<file path="config.mk">
export PLATFORM = sky130hd
export DESIGN_NAME = xi_graph_readback
export DESIGN_NICKNAME = d
export VERILOG_FILES = /design/src/rtl/xi_graph_readback.sv
export SDC_FILE = /design/constraint.sdc
export NUM_CORES = 1
export LEC_CHECK = 0
export CAP_MARGIN = 10
export CORE_ASPECT_RATIO = 1.4
export CORE_MARGIN = 4
export CORE_UTILIZATION = 35
export DETAILED_ROUTE_END_ITERATION = 6
export PLACE_DENSITY = 0.66
export SETUP_SLACK_MARGIN = 0.2
export SYNTH_ARGS = -nofsm -noshare
export SYNTH_HDL_FRONTEND = slang
export SYNTH_SLANG_ARGS = --single-unit
export TNS_END_PERCENT = 20
</file>
<file path="constraint.sdc">
create_clock -name clk -period 2.49 [get_ports clk]
set_clock_uncertainty 0.1 [all_clocks]
set_input_delay 0.747 -clock clk [delete_from_list [all_inputs] [get_ports clk]]
set_output_delay 0.747 -clock clk [all_outputs]
set_load 0.02 [all_outputs]
</file>
<file path="src/rtl/xi_graph_readback.sv">
// xi_graph_readback: AXI4 read-channel slave that returns graph nodes from
// the PL graph BRAM to the PS. Each 160-bit node sits in a 32-byte slot and
// is returned as four 64-bit words (word3 always reads as zero).
//
// Optional feature macro: XI_READBACK_WRAP_EN
//   defined   -> WRAP bursts with arlen in {1,3,7,15} use wrap addressing
//   undefined -> every WRAP burst returns SLVERR on every beat, no memory reads
//
// Handshake rules: a transfer happens on a rising edge where valid and ready
// are both high. Once valid is raised it stays high, with its payload held
// constant, until that transfer. Ready may toggle freely and never depends on
// valid being held off. The BRAM port follows the same rule with mem_req as
// valid and mem_gnt as ready; mem_rd_data is valid one cycle after the
// granted read.
module xi_graph_readback #(
  parameter int ADDR_W   = 16,
  parameter int AXI_ADDR = 32
) (
  input  logic                clk,
  input  logic                rst,
  // AR channel
  input  logic [AXI_ADDR-1:0] s_axi_araddr,
  input  logic [7:0]          s_axi_arlen,
  input  logic [2:0]          s_axi_arsize,
  input  logic [1:0]          s_axi_arburst,
  input  logic                s_axi_arvalid,
  output logic                s_axi_arready,
  // R channel
  output logic [63:0]         s_axi_rdata,
  output logic [1:0]          s_axi_rresp,
  output logic                s_axi_rlast,
  output logic                s_axi_rvalid,
  input  logic                s_axi_rready,
  // graph BRAM read port (shared with the multi-core engine)
  output logic                mem_req,
  input  logic                mem_gnt,
  output logic [ADDR_W-1:0]   mem_rd_addr,
  input  logic [159:0]        mem_rd_data,
  // status
  output logic                rb_busy,
  output logic [1:0]          dbg_state_o
);

  // FSM encoding
  localparam logic [1:0] IDLE  = 2'd0;
  localparam logic [1:0] FETCH = 2'd1;
  localparam logic [1:0] WAIT  = 2'd2;
  localparam logic [1:0] SEND  = 2'd3;

  localparam logic [1:0] BURST_FIXED = 2'b00;
  localparam logic [1:0] BURST_INCR  = 2'b01;
  localparam logic [1:0] BURST_WRAP  = 2'b10;
  localparam logic [1:0] BURST_RSVD  = 2'b11;

  localparam logic [1:0] RESP_OKAY   = 2'b00;
  localparam logic [1:0] RESP_SLVERR = 2'b10;

  // ---------------------------------------------------------------------
  // State
  // ---------------------------------------------------------------------
  logic [1:0]          state_q, state_d;
  logic [AXI_ADDR-1:0] addr_q, addr_d;
  logic [7:0]          len_q, len_d;
  logic [1:0]          burst_q, burst_d;
  logic [7:0]          bcnt_q, bcnt_d;
  logic                burst_err_q, burst_err_d;
  logic                arready_q;

  // node buffer: last node fetched in the current burst
  logic [159:0]        buf_q;
  logic                buf_vld_q;
  logic [ADDR_W-1:0]   buf_node_q;

  // ---------------------------------------------------------------------
  // Address helpers
  // ---------------------------------------------------------------------

  // Any address bit above the node index makes the beat an error.
  function automatic logic addr_hi_err(input logic [AXI_ADDR-1:0] a);
    return (a >> (ADDR_W + 5)) != '0;
  endfunction

  // Beat-level error: burst-wide flags plus alignment and range of this beat.
  function automatic logic beat_err_of(input logic                burst_err,
                                       input logic [AXI_ADDR-1:0] a);
    return burst_err || (a[2:0] != 3'b000) || addr_hi_err(a);
  endfunction

  logic                ar_hs;
  logic                r_hs;
  logic                wrap_ok_in;
  logic                burst_err_in;
  logic                first_err_in;

  logic [ADDR_W-1:0]   node_cur;
  logic [1:0]          word_cur;
  logic                beat_err;
  logic                last_beat;

  logic [AXI_ADDR-1:0] addr_nxt;
  logic [ADDR_W-1:0]   node_nxt;
  logic                err_nxt;
  logic                hit_nxt;
  logic [63:0]         word_data;

  assign ar_hs = s_axi_arvalid && arready_q;
  assign r_hs  = (state_q == SEND) && s_axi_rready;

  // Wrap eligibility of the incoming burst; only power-of-two beat counts wrap.
`ifdef XI_READBACK_WRAP_EN
  always_comb begin
    wrap_ok_in = 1'b0;
    case (s_axi_arlen)
      8'd1, 8'd3, 8'd7, 8'd15: wrap_ok_in = 1'b1;
      default:                 wrap_ok_in = 1'b0;
    endcase
  end
`else
  assign wrap_ok_in = 1'b0;
`endif

  // Burst-wide error flags of the incoming AR and the error state of beat 0.
  always_comb begin
    burst_err_in = (s_axi_arsize != 3'b011) ||
                   (s_axi_arburst == BURST_RSVD) ||
                   ((s_axi_arburst == BURST_WRAP) && !wrap_ok_in);
    first_err_in = beat_err_of(burst_err_in, s_axi_araddr);
  end

  // Decode of the current beat.
  always_comb begin
    node_cur  = addr_q[ADDR_W+4:5];
    word_cur  = addr_q[4:3];
    beat_err  = beat_err_of(burst_err_q, addr_q);
    last_beat = (bcnt_q == len_q);
  end

  // Address of the following beat; wrap keeps the upper bits of the window.
`ifdef XI_READBACK_WRAP_EN
  logic [AXI_ADDR-1:0] wrap_mask;
  assign wrap_mask = AXI_ADDR'({len_q, 3'b111});

  always_comb begin
    case (burst_q)
      BURST_FIXED: addr_nxt = addr_q;
      BURST_WRAP:  addr_nxt = (addr_q & ~wrap_mask) |
                              ((addr_q + AXI_ADDR'(8)) & wrap_mask);
      default:     addr_nxt = addr_q + AXI_ADDR'(8);
    endcase
  end
`else
  always_comb begin
    case (burst_q)
      BURST_FIXED: addr_nxt = addr_q;
      BURST_WRAP:  addr_nxt = addr_q;  // every beat is SLVERR, address unused
      default:     addr_nxt = addr_q + AXI_ADDR'(8);
    endcase
  end
`endif

  // Lookahead for the following beat: its node, error state and buffer hit.
  always_comb begin
    node_nxt = addr_nxt[ADDR_W+4:5];
    err_nxt  = beat_err_of(burst_err_q, addr_nxt);
    hit_nxt  = buf_vld_q && (buf_node_q == node_nxt);
  end

  // Word select out of the buffered node.
  always_comb begin
    word_data = 64'd0;
    case (word_cur)
      2'd0:    word_data = buf_q[63:0];
      2'd1:    word_data = buf_q[127:64];
      2'd2:    word_data = {32'd0, buf_q[159:128]};
      default: word_data = 64'd0;
    endcase
  end

  // ---------------------------------------------------------------------
  // FSM next-state and burst bookkeeping
  // ---------------------------------------------------------------------

  // Next-state logic: accept AR, fetch nodes on buffer miss, stream beats.
  always_comb begin
    state_d     = state_q;
    addr_d      = addr_q;
    len_d       = len_q;
    burst_d     = burst_q;
    bcnt_d      = bcnt_q;
    burst_err_d = burst_err_q;
    case (state_q)
      IDLE: begin
        if (ar_hs) begin
          addr_d      = s_axi_araddr;
          len_d       = s_axi_arlen;
          burst_d     = s_axi_arburst;
          bcnt_d      = 8'd0;
          burst_err_d = burst_err_in;
          state_d     = first_err_in ? SEND : FETCH;
        end
      end
      FETCH: begin
        if (mem_gnt) state_d = WAIT;
      end
      WAIT: begin
        state_d = SEND;
      end
      SEND: begin
        if (r_hs) begin
          if (last_beat) begin
            state_d = IDLE;
          end else begin
            addr_d  = addr_nxt;
            bcnt_d  = bcnt_q + 8'd1;
            state_d = (err_nxt || hit_nxt) ? SEND : FETCH;
          end
        end
      end
      default: state_d = IDLE;
    endcase
  end

  // Control registers; reset abandons any burst in flight.
  always_ff @(posedge clk) begin
    if (rst) begin
      state_q     <= IDLE;
      addr_q      <= '0;
      len_q       <= 8'd0;
      burst_q     <= BURST_FIXED;
      bcnt_q      <= 8'd0;
      burst_err_q <= 1'b0;
      arready_q   <= 1'b0;
    end else begin
      state_q     <= state_d;
      addr_q      <= addr_d;
      len_q       <= len_d;
      burst_q     <= burst_d;
      bcnt_q      <= bcnt_d;
      burst_err_q <= burst_err_d;
      arready_q   <= (state_d == IDLE);
    end
  end

  // Node buffer: invalidated per burst, loaded in WAIT from the granted read.
  always_ff @(posedge clk) begin
    if (rst) begin
      buf_q      <= '0;
      buf_vld_q  <= 1'b0;
      buf_node_q <= '0;
    end else if (ar_hs) begin
      buf_vld_q  <= 1'b0;
    end else if (state_q == WAIT) begin
      buf_q      <= mem_rd_data;
      buf_vld_q  <= 1'b1;
      buf_node_q <= node_cur;
    end
  end

  // ---------------------------------------------------------------------
  // Outputs (all derived from registered state, so stable through stalls)
  // ---------------------------------------------------------------------

  // Drive AXI, BRAM and status outputs from the current state.
  always_comb begin
    s_axi_arready = arready_q;
    s_axi_rvalid  = (state_q == SEND);
    s_axi_rdata   = ((state_q == SEND) && !beat_err) ? word_data : 64'd0;
    s_axi_rresp   = ((state_q == SEND) && beat_err) ? RESP_SLVERR : RESP_OKAY;
    s_axi_rlast   = (state_q == SEND) && last_beat;
    mem_req       = (state_q == FETCH);
    mem_rd_addr   = node_cur;
    rb_busy       = (state_q != IDLE);
    dbg_state_o   = state_q;
  end

endmodule
</file>
### Word level (Yosys, flattened, before mapping)

Index checks and enable logic that the tools add are counted.

| operators by class | value |
|---|---|
| add/subtract/negate cells | 2 |
| equality and inequality tests | 15 |
| muxes and demuxes | 19 |
| bitwise logic cells | 1 |
| reduce and logical (&&, ||, !) cells | 34 |

Operators by type and width:

| kind | count |
|---|---|
| $pmux 64 s3 | 1 |
| $mux 32 | 4 |
| $reduce_bool 32->1 | 3 |
| $mux 64 | 1 |
| $pmux 32 s2 | 1 |
| $add 32x4->32 const B | 1 |
| $mux 8 | 3 |
| $eq 16x16->1 | 1 |
| $pmux 8 s2 | 1 |
| $mux 2 | 7 |
| $eq 2x2->1 const B | 6 |
| $logic_or 1x1->1 | 9 |
| $reduce_bool 3->1 | 3 |
| $add 8x1->8 const B | 1 |
| $eq 8x8->1 | 1 |
| $logic_not 2->1 | 4 |
| $pmux 2 s4 | 1 |
| $logic_and 1x1->1 | 6 |
| $ne 2x2->1 const B | 3 |
| $reduce_and 5->1 | 1 |
| $eq 2x1->1 const B | 2 |
| $reduce_and 2->1 | 2 |
| $reduce_and 4->1 | 1 |
| $reduce_bool 2->1 | 2 |
| other kinds (5) | 6 |

| word-level totals | value |
|---|---|
| bits in registers | 231 |
| input bits | 210 |
| output and inout port bits | 89 |
| logic and storage cells | 82 |

### Logic depth before layout (Yosys ltp)

Gate-level depths: netlist of run 1.

| depth | value |
|---|---|
| depth after elaboration | 12 |
| gate-level depth with buffers | 9 |
| depth with buffers taken out | 8 |

### Least setup slack after synthesis of run 1

No wires, ideal clock.

| path | value |
|---|---|
| path type | register to output |
| from | register state_q[1] (netlist: dbg_state_o[1]) |
| to | output port s_axi_rdata[10] |
| data arrival time | 2.087 ns |
| data required time | 1.643 ns |
| slack | -0.444 ns |
| cell stages (with the launch flop) | 7 |
| path buffers | 2 |
| path through | dfxtp_1 ha_1 inv_1 or3_1 clkbuf_1 clkbuf_1 nor2_1 |

| on the way | value |
|---|---|
| word-level cells in the longest chain between the ends | 3 |

RTL lines:

| item | RTL line | source |
|---|---|---|
| from (decl) | 61 | `logic [1:0] state_q, state_d;` |
| from (signal assigned) | 234 | `state_q <= state_d;` |
| $eq 2x2->1 | -- |  |
| named net s_axi_rvalid | 32 | `output logic s_axi_rvalid,` |
| $logic_and 1x1->1 | 267 | `s_axi_rdata = ((state_q == SEND) && !beat_err) ? word_data : 64'd0;` |
| $mux 64 | 267 |  |
| to (decl) | 29 | `output logic [63:0] s_axi_rdata,` |

The timed path passes the listed nets, and every way through them passes these cells.

### Final worst setup path of run 1

| path | value |
|---|---|
| from | register addr_q[1] |
| to | output port s_axi_rdata[8] |

| on the way | value |
|---|---|
| word-level cells in the longest chain between the ends | 6 |

RTL lines:

| item | RTL line | source |
|---|---|---|
| from (decl) | 62 | `logic [AXI_ADDR-1:0] addr_q, addr_d;` |
| from (signal assigned) | 235 | `addr_q <= addr_d;` |
| $reduce_bool 3->1 | 86 | `return burst_err \|\| (a[2:0] != 3'b000) \|\| addr_hi_err(a);` |
| $logic_or 1x1->1 (2 in series) | 86 |  |
| $logic_not 1->1 | 267 |  |
| $logic_and 1x1->1 | 267 |  |
| $mux 64 | 267 |  |

No other way between the ends.

==> results of run 1 <==
-- area by class of cell --
cell class / instances / area share, %
Multi-Input combinational cell: 1079 / 36.2
Sequential cell: 230 / 28.4
Timing Repair Buffer: 449 / 26.7
Clock buffer: 30 / 4.20
Tap cell: 390 / 3.00
Clock inverter: 13 / 1.10
Inverter: 11 / 0.300
Antenna cell: 5 / 0.0768
-- through the flow --
step	utilization, %	cell area [sq um]
global placement	49.1	15100
detailed placement	49.1	15100
global route	52.9	16300
finish	52.9	16300
CTS	51.9	16000
floorplan	-	11100
-- cells in the mapped netlist, types with 11 or more instances --
master	number
nand2_1	431
dfxtp_1	230
a21oi_1	212
nor2_1	105
clkbuf_1	94
a22oi_1	48
o21ai_0	36
a222oi_1	32
xnor2_1	24
nand4_1	23
buf_4	22
nor3_1	19
xor2_1	18
nand3_1	16
ha_1	11
inv_1	11
-- where the power goes --
part           switching [mW]  leakage, nW  total (mW)  internal, mW
clock                    1.53        0.427        3.90          2.37
combinational            3.31         3.67        6.09          2.78
sequential              0.551         1.88        5.02          4.47
total                    5.39         5.98        15.0          9.62
-- how the worst max path moves through the flow --
stage,to,slack (ps),cells after the start
finish,s_axi_rdata[8],-740,8
detailed placement,s_axi_rdata[18],-820,7
global route,s_axi_rdata[10],-840,8
global placement,s_axi_rdata[18],-750,6
CTS,s_axi_rdata[7],-740,8
floorplan,s_axi_rdata[23],-120,7
-- state kept, by name (all words and copies together) (netlist names) --
register,count
addr_q,32
burst_q,1
bcnt_q,8
len_q,8
buf_node_q,16
burst_err_q,1
dbg_state_o,2
buf_vld_q,1
buf_q,160
s_axi_arready,1
-- cells by family (layout without fill, tap and decap cells) --
family,Yosys count,in the layout,share of synthesized area [%]
compound gates,368,368,20.4
fa+ha+maj,11,11,1.26
mux,2,2,0.183
simple gates,655,655,25.7
buf+inv,155,503,6.99
flops,230,230,42.0
xor+xnor,42,42,3.36
other cells,1,6,0.0342
-- tightest hold or removal path, stage by stage, from the launching register on --
cell	delay [ps]
dfxtp_1	310
nand2_1	50
a21oi_1	50
-- repair_timing --
| item | CTS | global route |
|---|---|---|
| pin swaps | 4 | 19 |
| resized for setup | 417 | 71 |
| setup endpoints to repair | 96 | 83 |
| hold buffers | 0 | 0 |
| cloned | 0 | 1 |
| buffers inserted | 4 | 4 |
-- layer usage --
layer,vias to the layer above,wire length [microns],global-route usage [%]
met2,422,19200,37.6
li1,5649,-,-
met1,5347,14500,24.5
met3,101,2510,3.02
met4,4,1760,8.72
met5,-,27,0
==> impl_metrics.tcl, run 1 <==
set metrics [dict create \
    outcome "finished, violations left" \
    violations "setup timing" \
    syn_inst 1464 \
    capturing_element_type_of_the_critical_path "output pin" \
    finalWeightedCongestion 0.887 \
    cp-start-kind "register" \
    worst_setup_hold_path_clk_slew_ps 60 \
    synth_flop_cell "dfxtp_1" \
    seq_area_sq_um 4630 \
    worst_setup_path_startpoint "addr_q[1]" \
    final_common_cell "nand2_1" \
    synth_enable_flop_cells 0 \
    critical_path_required_ps 1640 \
    clock-root-buffer "clkbuf_16" \
    cp_common_cell "buf_4" \
    period_utilisation_layout_pct 130 \
    start_util_pct 35.6 \
    routed_wirelength_microns 38000 \
    rrSetupSlack_ps 220 \
    drt_drc_violations_left 0 \
    holdPathStages 2 \
    report.final.hold_viol_count 0 \
    synth_fp_nets 1685 \
    groute.usage.overall_pct 20.9 \
    dpl.cell_count 2150 \
    clockBufferDepth 3 \
    detail_route.wl_per_cell_microns 17.2 \
    io_pins 299 \
    synth.largest_area_cell "dfxtp_1" \
    rr_startpoint "addr_q[3]" \
    h-tree-depth 1 \
    vdd_drop_max_v 0.000549 \
    postSynth.asyncResetShare_pct 0 \
    die_height_microns 217 \
    route.vias.total 11500 \
    clock_sink_count 230 \
    tightest_slew_ps 586 \
    core_area_sq_um 30800 \
    grt_pass1_vias 11200 \
    ant_nets 0 \
    holdCritPathClass "reg -> reg" \
    first_iter_violations 884 \
    pwr_density_cell_nw_per_um2 921 \
    ys_warn_count 0 \
    cp_slowest_stage_delay_ps 450 \
    fmax_mhz 309 \
    power.total_mw 15.0 \
    vias_per_cell 5.22 \
    worst-r2r-cell-count 10 \
    relSlewSlack_pct 60.9 \
    fin_crit_ps 3230 \
    layout-drive-gt1-share_pct 19.4 \
    mostFrequentLayoutCells "nand2_1, dfxtp_1, a21oi_1" \
    grt_first_pass_wirelength_microns 58500 \
    pin_count_of_the_biggest_net_entering_global_routing 59 \
    min-delay-start "buf_q[38]" \
    path_cells "nor4_4 -> buf_4 -> nand4_1 -> or3_4 -> buf_12 -> buf_4 -> nor2_2 -> buf_4" \
    worst-setup-path-type "reg -> out" \
    max_cap_violations 0 \
    fin_nets 2017 \
    pre_cts_slack_ps -815 \
    firstDrtPassIters 7 \
    slew_viol_final 0 \
    cts_inserted_buffers 25 \
    width_of_the_chip_microns 158 \
    layout-area-overhead-vs-synth_pct 48.7 \
    worst_hold_slack_ps 355 \
    synth_top_cells_by_area "dfxtp_1, nand2_1, a21oi_1, nor2_1, a22oi_1" \
    n_fill_cell 2917 \
    yosysTopAreaCellShare_pct 42.0 \
    power_leakage_nw 5.98 \
    dp_hpwl_microns 27300 \
    final_setup_violating_endpoints 66 \
    timing.critical_path.max_delay_family "simple AND/OR/NAND/NOR gates" \
    post_synth_instance_area_sq_um 11000 \
    register_bit_total_from_synthesis 230 \
    floorplan.die_area_sq_um 34200 \
    later_pin_clock_latency_in_the_skew_report_ps 530 \
    crit_path_top_delay_cell "or3_4" \
    yosysUniqueCellTypes 54 \
    final_cells 2207 \
    grt-ovfl-total 0 \
    numPortBuffers 297 \
    tns_ps -44960 \
    timing.critical_path.buf_inv 4 \
    footprint_of_the_multi_input_gates_sq_um 5900 \
    placementRows 76 \
    cp.arrival_ps 2390 \
    synth_area_per_cell_sq_um 7.48 \
    cts_tree "yes" \
    rsz_0062_raised_after_global_routing "true" \
    synth-seq-area-share_pct 42.0 \
    grt_antenna_before_repair 7 \
    hold_path_end "buf_q[38]" \
    r2r_end "dbg_state_o[1]" \
    post-route-worst-setup-slack_ps -742 \
    path_max_fanout 8 \
]
No activity file was read; power rests on OpenSTA's default activity.
==> run 2: changes to the inputs <==
--- a/config.mk
+++ b/config.mk
@@ -8,9 +8,9 @@
 export CAP_MARGIN = 10
 export CORE_ASPECT_RATIO = 1.4
 export CORE_MARGIN = 4
-export CORE_UTILIZATION = 35
+export CORE_UTILIZATION = 44
 export DETAILED_ROUTE_END_ITERATION = 6
-export PLACE_DENSITY = 0.66
+export PLACE_DENSITY = 0.79
 export SETUP_SLACK_MARGIN = 0.2
 export SYNTH_ARGS = -nofsm -noshare
 export SYNTH_HDL_FRONTEND = slang
==> impl_metrics.tcl, run 2 (synthesis results as in run 1) <==
set metrics [dict create \
    outcome "finished, violations left" \
    violations "setup timing" \
    final_common_cell "nand2_1" \
    crit_path_top_delay_cell "or3_4" \
    numPortBuffers 297 \
    worst-setup-path-type "reg -> out" \
    worst-r2r-cell-count 9 \
    firstDrtPassIters 6 \
    die_height_microns 195 \
    fin_crit_ps 3150 \
    path_max_fanout 46 \
    holdCritPathClass "reg -> reg" \
    finalWeightedCongestion 0.933 \
    start_util_pct 44.5 \
    route.vias.total 11400 \
    cp-start-kind "register" \
    cts_tree "yes" \
    tightest_slew_ps 593 \
    holdPathStages 2 \
    critical_path_required_ps 1640 \
    finish.utilization_pct 63.4 \
    routed_wirelength_microns 35900 \
    relSlewSlack_pct 60.5 \
    flip_flop_count_of_the_largest_register_after_layout 160 \
    pwr_density_cell_nw_per_um2 908 \
    worst_hold_slack_ps 354 \
    floorplan.die_area_sq_um 27500 \
    rsz_0062_raised_after_global_routing "true" \
    clock-root-buffer "clkbuf_16" \
    grt_antenna_before_repair 7 \
    grt_first_pass_wirelength_microns 55900 \
    cts_inserted_buffers 23 \
    hold_path_end "buf_q[117]" \
    h-tree-depth 1 \
    grt-ovfl-total 0 \
    final_cells 2099 \
    rr_startpoint "addr_q[4]" \
    capturing_element_type_of_the_critical_path "output pin" \
    final_setup_violating_endpoints 65 \
    cp_slowest_stage_delay_ps 390 \
    slew_viol_final 0 \
    n_fill_cell 2149 \
    pin_count_of_the_biggest_net_entering_global_routing 64 \
    worst_setup_hold_path_clk_slew_ps 60 \
    vias_per_cell 5.43 \
    core_area_sq_um 24600 \
    layout-area-overhead-vs-synth_pct 42.2 \
    detail_route.wl_per_cell_microns 17.1 \
    rrSetupSlack_ps 180 \
    groute.usage.overall_pct 24.5 \
    layout_top_registers "buf_q (160), addr_q (32), buf_node_q (16)" \
    io_pins 299 \
    cp.arrival_ps 2310 \
    later_pin_clock_latency_in_the_skew_report_ps 510 \
    layout-drive-gt1-share_pct 17.2 \
    report.final.hold_viol_count 0 \
    drt_drc_violations_left 0 \
    post_cts_hold_buffer_count 0 \
    clockBufferDepth 3 \
    grt_pass1_vias 11200 \
    tns_ps -40440 \
    power_leakage_nw 5.71 \
    width_of_the_chip_microns 141 \
    period_utilisation_layout_pct 127 \
    dp_hpwl_microns 25800 \
    r2r_end "dbg_state_o[1]" \
    dpl.cell_count 2053 \
    min-delay-start "buf_q[117]" \
    clock_sink_count 230 \
    max_cap_violations 0 \
    fmax_mhz 317 \
    vdd_drop_max_v 0.000694 \
    largest_register "buf_q" \
    fin_nets 1987 \
    mostFrequentLayoutCells "nand2_1, dfxtp_1, a21oi_1" \
    ant_nets 0 \
    post-route-worst-setup-slack_ps -663 \
    placementRows 68 \
    cp_common_cell "buf_4" \
    first_iter_violations 779 \
    path_cells "nor4_2 -> buf_4 -> nand4_1 -> or3_4 -> buf_12 -> nor2_1 -> buf_4" \
]
run 2: changes by cell type in the layout (fill, tap and decap cells not counted), sizes merged:
cell | previous run | this run
inv | 13 | 11
clkbuf | 33 | 38
clkinvlp | 1 | 0
buf | 221 | 194
diode | 5 | 4
bufinv | 4 | 1
clkdlybuf4s15 | 7 | 4
dlygate4sd2 | 10 | 12
clkinv | 6 | 3
run 2: worst max path at each step:
| stage | from | to | slack (ps) |
|---|---|---|---|
| 2_1_floorplan | addr_q[27] | s_axi_rdata[23] | -120 |
| 3_3_place_gp | burst_err_q | s_axi_rdata[21] | -680 |
| 3_5_place_dp | burst_err_q | s_axi_rdata[20] | -800 |
| 4_1_cts | burst_err_q | s_axi_rdata[37] | -760 |
| 5_1_grt | burst_err_q | s_axi_rdata[38] | -790 |
| 6_report | burst_err_q | s_axi_rdata[44] | -660 |
run 2: timing repair:
item,in CTS,in global routing
pin swaps,6,6
setup endpoints to repair,97,89
setup buffers,2,1
gates resized for setup,394,38
run 2: critical path, delay by kind of cell, from the launching register on:
kind | cells | cell delay [ps]
DFF | 1 | 320
buffers and inverters | 3 | 500
and+or+nand+nor | 4 | 930
run 2: cell type report:
class / count / area [sq um] / area share [%]
well taps: 315 / 394 / 2.53
flip-flops and latches: 230 / 4630 / 29.7
clock inverters: 4 / 45.0 / 0.289
clock buffers: 35 / 671 / 4.31
multi-input cells: 1079 / 5810 / 37.3
repair buffers: 421 / 3980 / 25.5
diodes: 4 / 10.0 / 0.0643
inverters: 11 / 46.3 / 0.297
run 2: stage by stage:
stage / power (mW) / worst slack (ps) / cell area (sq um)
final: 14.1 / -663 / 15600
after global routing: 14.9 / -791 / 15600
after CTS: 14.1 / -763 / 15500
after detailed placement: 10.7 / -795 / 14800
after global placement: 10.6 / -682 / 14800
after floorplan: 8.39 / -122 / 11100
run 2: routing by layer:
layer	GRT usage, %	vias to the layer above	routed length [microns]
met5	0	-	34
met4	11.8	6	1630
met3	3.69	107	2630
met2	43.3	464	18200
met1	28.8	5243	13400
li1	-	5587	-
run 2: report_power, final:
part / leakage [nW] / total (mW) / switching [mW] / internal (mW)
clock: 0.354 / 3.35 / 1.40 / 1.95
sequential: 1.88 / 5.06 / 0.591 / 4.47
combinational: 3.48 / 5.73 / 3.17 / 2.56
total: 5.71 / 14.1 / 5.17 / 8.98
==> run 3: changes to the inputs <==
--- a/config.mk
+++ b/config.mk
@@ -9,6 +9,8 @@
 export CORE_ASPECT_RATIO = 1.4
 export CORE_MARGIN = 4
 export CORE_UTILIZATION = 44
+export CTS_CLUSTER_DIAMETER = 40
+export CTS_CLUSTER_SIZE = 28
 export DETAILED_ROUTE_END_ITERATION = 6
 export PLACE_DENSITY = 0.79
 export SETUP_SLACK_MARGIN = 0.2
==> impl_metrics.tcl, run 3 (synthesis results as in run 1) <==
set metrics [dict create \
    outcome "finished, violations left" \
    violations "setup timing" \
    power_leakage_nw 5.81 \
    pin_count_of_the_biggest_net_entering_global_routing 64 \
    tightest_slew_ps 588 \
    timing.critical_path.max_delay_family "simple AND/OR/NAND/NOR gates" \
    cp_common_cell "buf_4" \
    clockBufferDepth 3 \
    largest_register "buf_q" \
    clock_sink_count 230 \
    report.final.hold_viol_count 0 \
    seq_area_sq_um 4620 \
    worst-r2r-cell-count 10 \
    cp-start-kind "register" \
    width_of_the_chip_microns 141 \
    drt_drc_violations_left 0 \
    cp_slowest_stage_delay_ps 390 \
    numPortBuffers 297 \
    start_util_pct 44.5 \
    finish.utilization_pct 64.4 \
    vias_per_cell 5.49 \
    routed_wirelength_microns 36400 \
    hold_path_end "buf_q[117]" \
    groute.usage.overall_pct 24.8 \
    layout-drive-gt1-share_pct 18.4 \
    cp.arrival_ps 2350 \
    fin_crit_ps 3190 \
    clock-root-buffer "clkbuf_16" \
    rsz_0062_raised_after_global_routing "true" \
    n_fill_cell 2113 \
    final_setup_violating_endpoints 66 \
    grt_first_pass_wirelength_microns 56500 \
    pwr_density_cell_nw_per_um2 946 \
    core_area_sq_um 24600 \
    post_dp_cell_area_sq_um 14800 \
    relSlewSlack_pct 60.8 \
    io_pins 299 \
    holdPathStages 2 \
    worst-setup-path-type "reg -> out" \
    grt-ovfl-total 0 \
    rrSetupSlack_ps 90 \
    path_cells "nor4_2 -> buf_4 -> nand4_1 -> or3_4 -> buf_12 -> nor2_1 -> buf_4" \
    post-route-worst-setup-slack_ps -705 \
    grt_antenna_before_repair 6 \
    cts_tree "yes" \
    ant_nets 0 \
    r2r_end "dbg_state_o[1]" \
    floorplan.die_area_sq_um 27500 \
    layout_top_registers "buf_q (160), addr_q (32), buf_node_q (16)" \
    detail_route.wl_per_cell_microns 17.3 \
    later_pin_clock_latency_in_the_skew_report_ps 530 \
    layout-area-overhead-vs-synth_pct 44.5 \
    grt_pass1_vias 11300 \
    h-tree-depth 1 \
    final_design_area_no_fill_sq_um 15800 \
    footprint_of_the_multi_input_gates_sq_um 5810 \
    placementRows 68 \
    path_max_fanout 46 \
    mostFrequentLayoutCells "nand2_1, dfxtp_1, a21oi_1" \
    fmax_mhz 313 \
    min-delay-start "buf_q[117]" \
    period_utilisation_layout_pct 128 \
    holdCritPathClass "reg -> reg" \
    final_common_cell "nand2_1" \
    capturing_element_type_of_the_critical_path "output pin" \
    slew_viol_final 0 \
    dp_hpwl_microns 25800 \
    firstDrtPassIters 7 \
    route.vias.total 11600 \
    first_iter_violations 715 \
    flip_flop_count_of_the_largest_register_after_layout 160 \
    worst_setup_hold_path_clk_slew_ps 60 \
    max_cap_violations 0 \
    finalWeightedCongestion 0.933 \
    crit_path_top_delay_cell "or3_4" \
    timing.critical_path.buf_inv 3 \
    cts_inserted_buffers 28 \
    fin_nets 1992 \
    rr_startpoint "addr_q[3]" \
    vdd_drop_max_v 0.000675 \
    die_height_microns 195 \
    critical_path_required_ps 1640 \
]
[run 3: routing by layer]
metal  vias to the layer above  share of wire (%)  track usage (%)
met3                       109                7.6             3.62
met4                         6                4.2             11.3
li1                       5607                  -                -
met5                         -               0.12                0
met1                      5367                 37             29.1
met2                       490                 51             44.1
[run 3: per-stage QoR]
stage	instances	hold WS, ps	setup WS, ps	power, mW	setup TNS (ps)
2_1_floorplan	1464	336	-122	8.39	-5670
3_3_place_gp	2053	341	-682	10.6	-41250
3_5_place_dp	2053	346	-795	10.7	-49200
4_1_cts	2106	354	-791	14.9	-48450
5_1_grt	2110	373	-819	15.8	-50660
6_report	2111	354	-705	15.0	-43100
[run 3: cell type report]
type                    instances  share of cell area [%]
clock inverters                15                    1.09
multi-input cells            1079                    36.7
repair buffers                421                    25.2
flip-flops and latches        230                    29.2
inverters                      11                   0.292
diodes                          4                  0.0632
well taps                     315                    2.49
clock buffers                  36                    5.00
[run 3: tightest hold or removal path: stages, from the launching register on]
cell     delay, ps
dfxtp_1        310
nand2_1         50
a21oi_1         50
[run 3: worst max-delay path by stage]
stage | from | end | slack [ps] | cells after the start
2_1_floorplan | addr_q[27] | s_axi_rdata[23] | -120 | 7
3_3_place_gp | burst_err_q | s_axi_rdata[21] | -680 | 7
3_5_place_dp | burst_err_q | s_axi_rdata[20] | -800 | 7
4_1_cts | burst_err_q | s_axi_rdata[37] | -790 | 7
5_1_grt | burst_err_q | s_axi_rdata[38] | -820 | 7
6_report | burst_err_q | s_axi_rdata[44] | -700 | 7
[run 3: timing repair]
action,4_1_cts,5_1_grt
pin swaps,6,5
gates cloned,0,0
gates resized for setup,396,38
hold buffers,0,0
setup endpoints to repair,97,88
setup buffers,2,1
[run 3: where the power goes]
part,leakage (nW),switching (mW),internal [mW]
sequential,1.88,0.595,4.47
clock,0.463,1.67,2.49
combinational,3.47,3.19,2.56
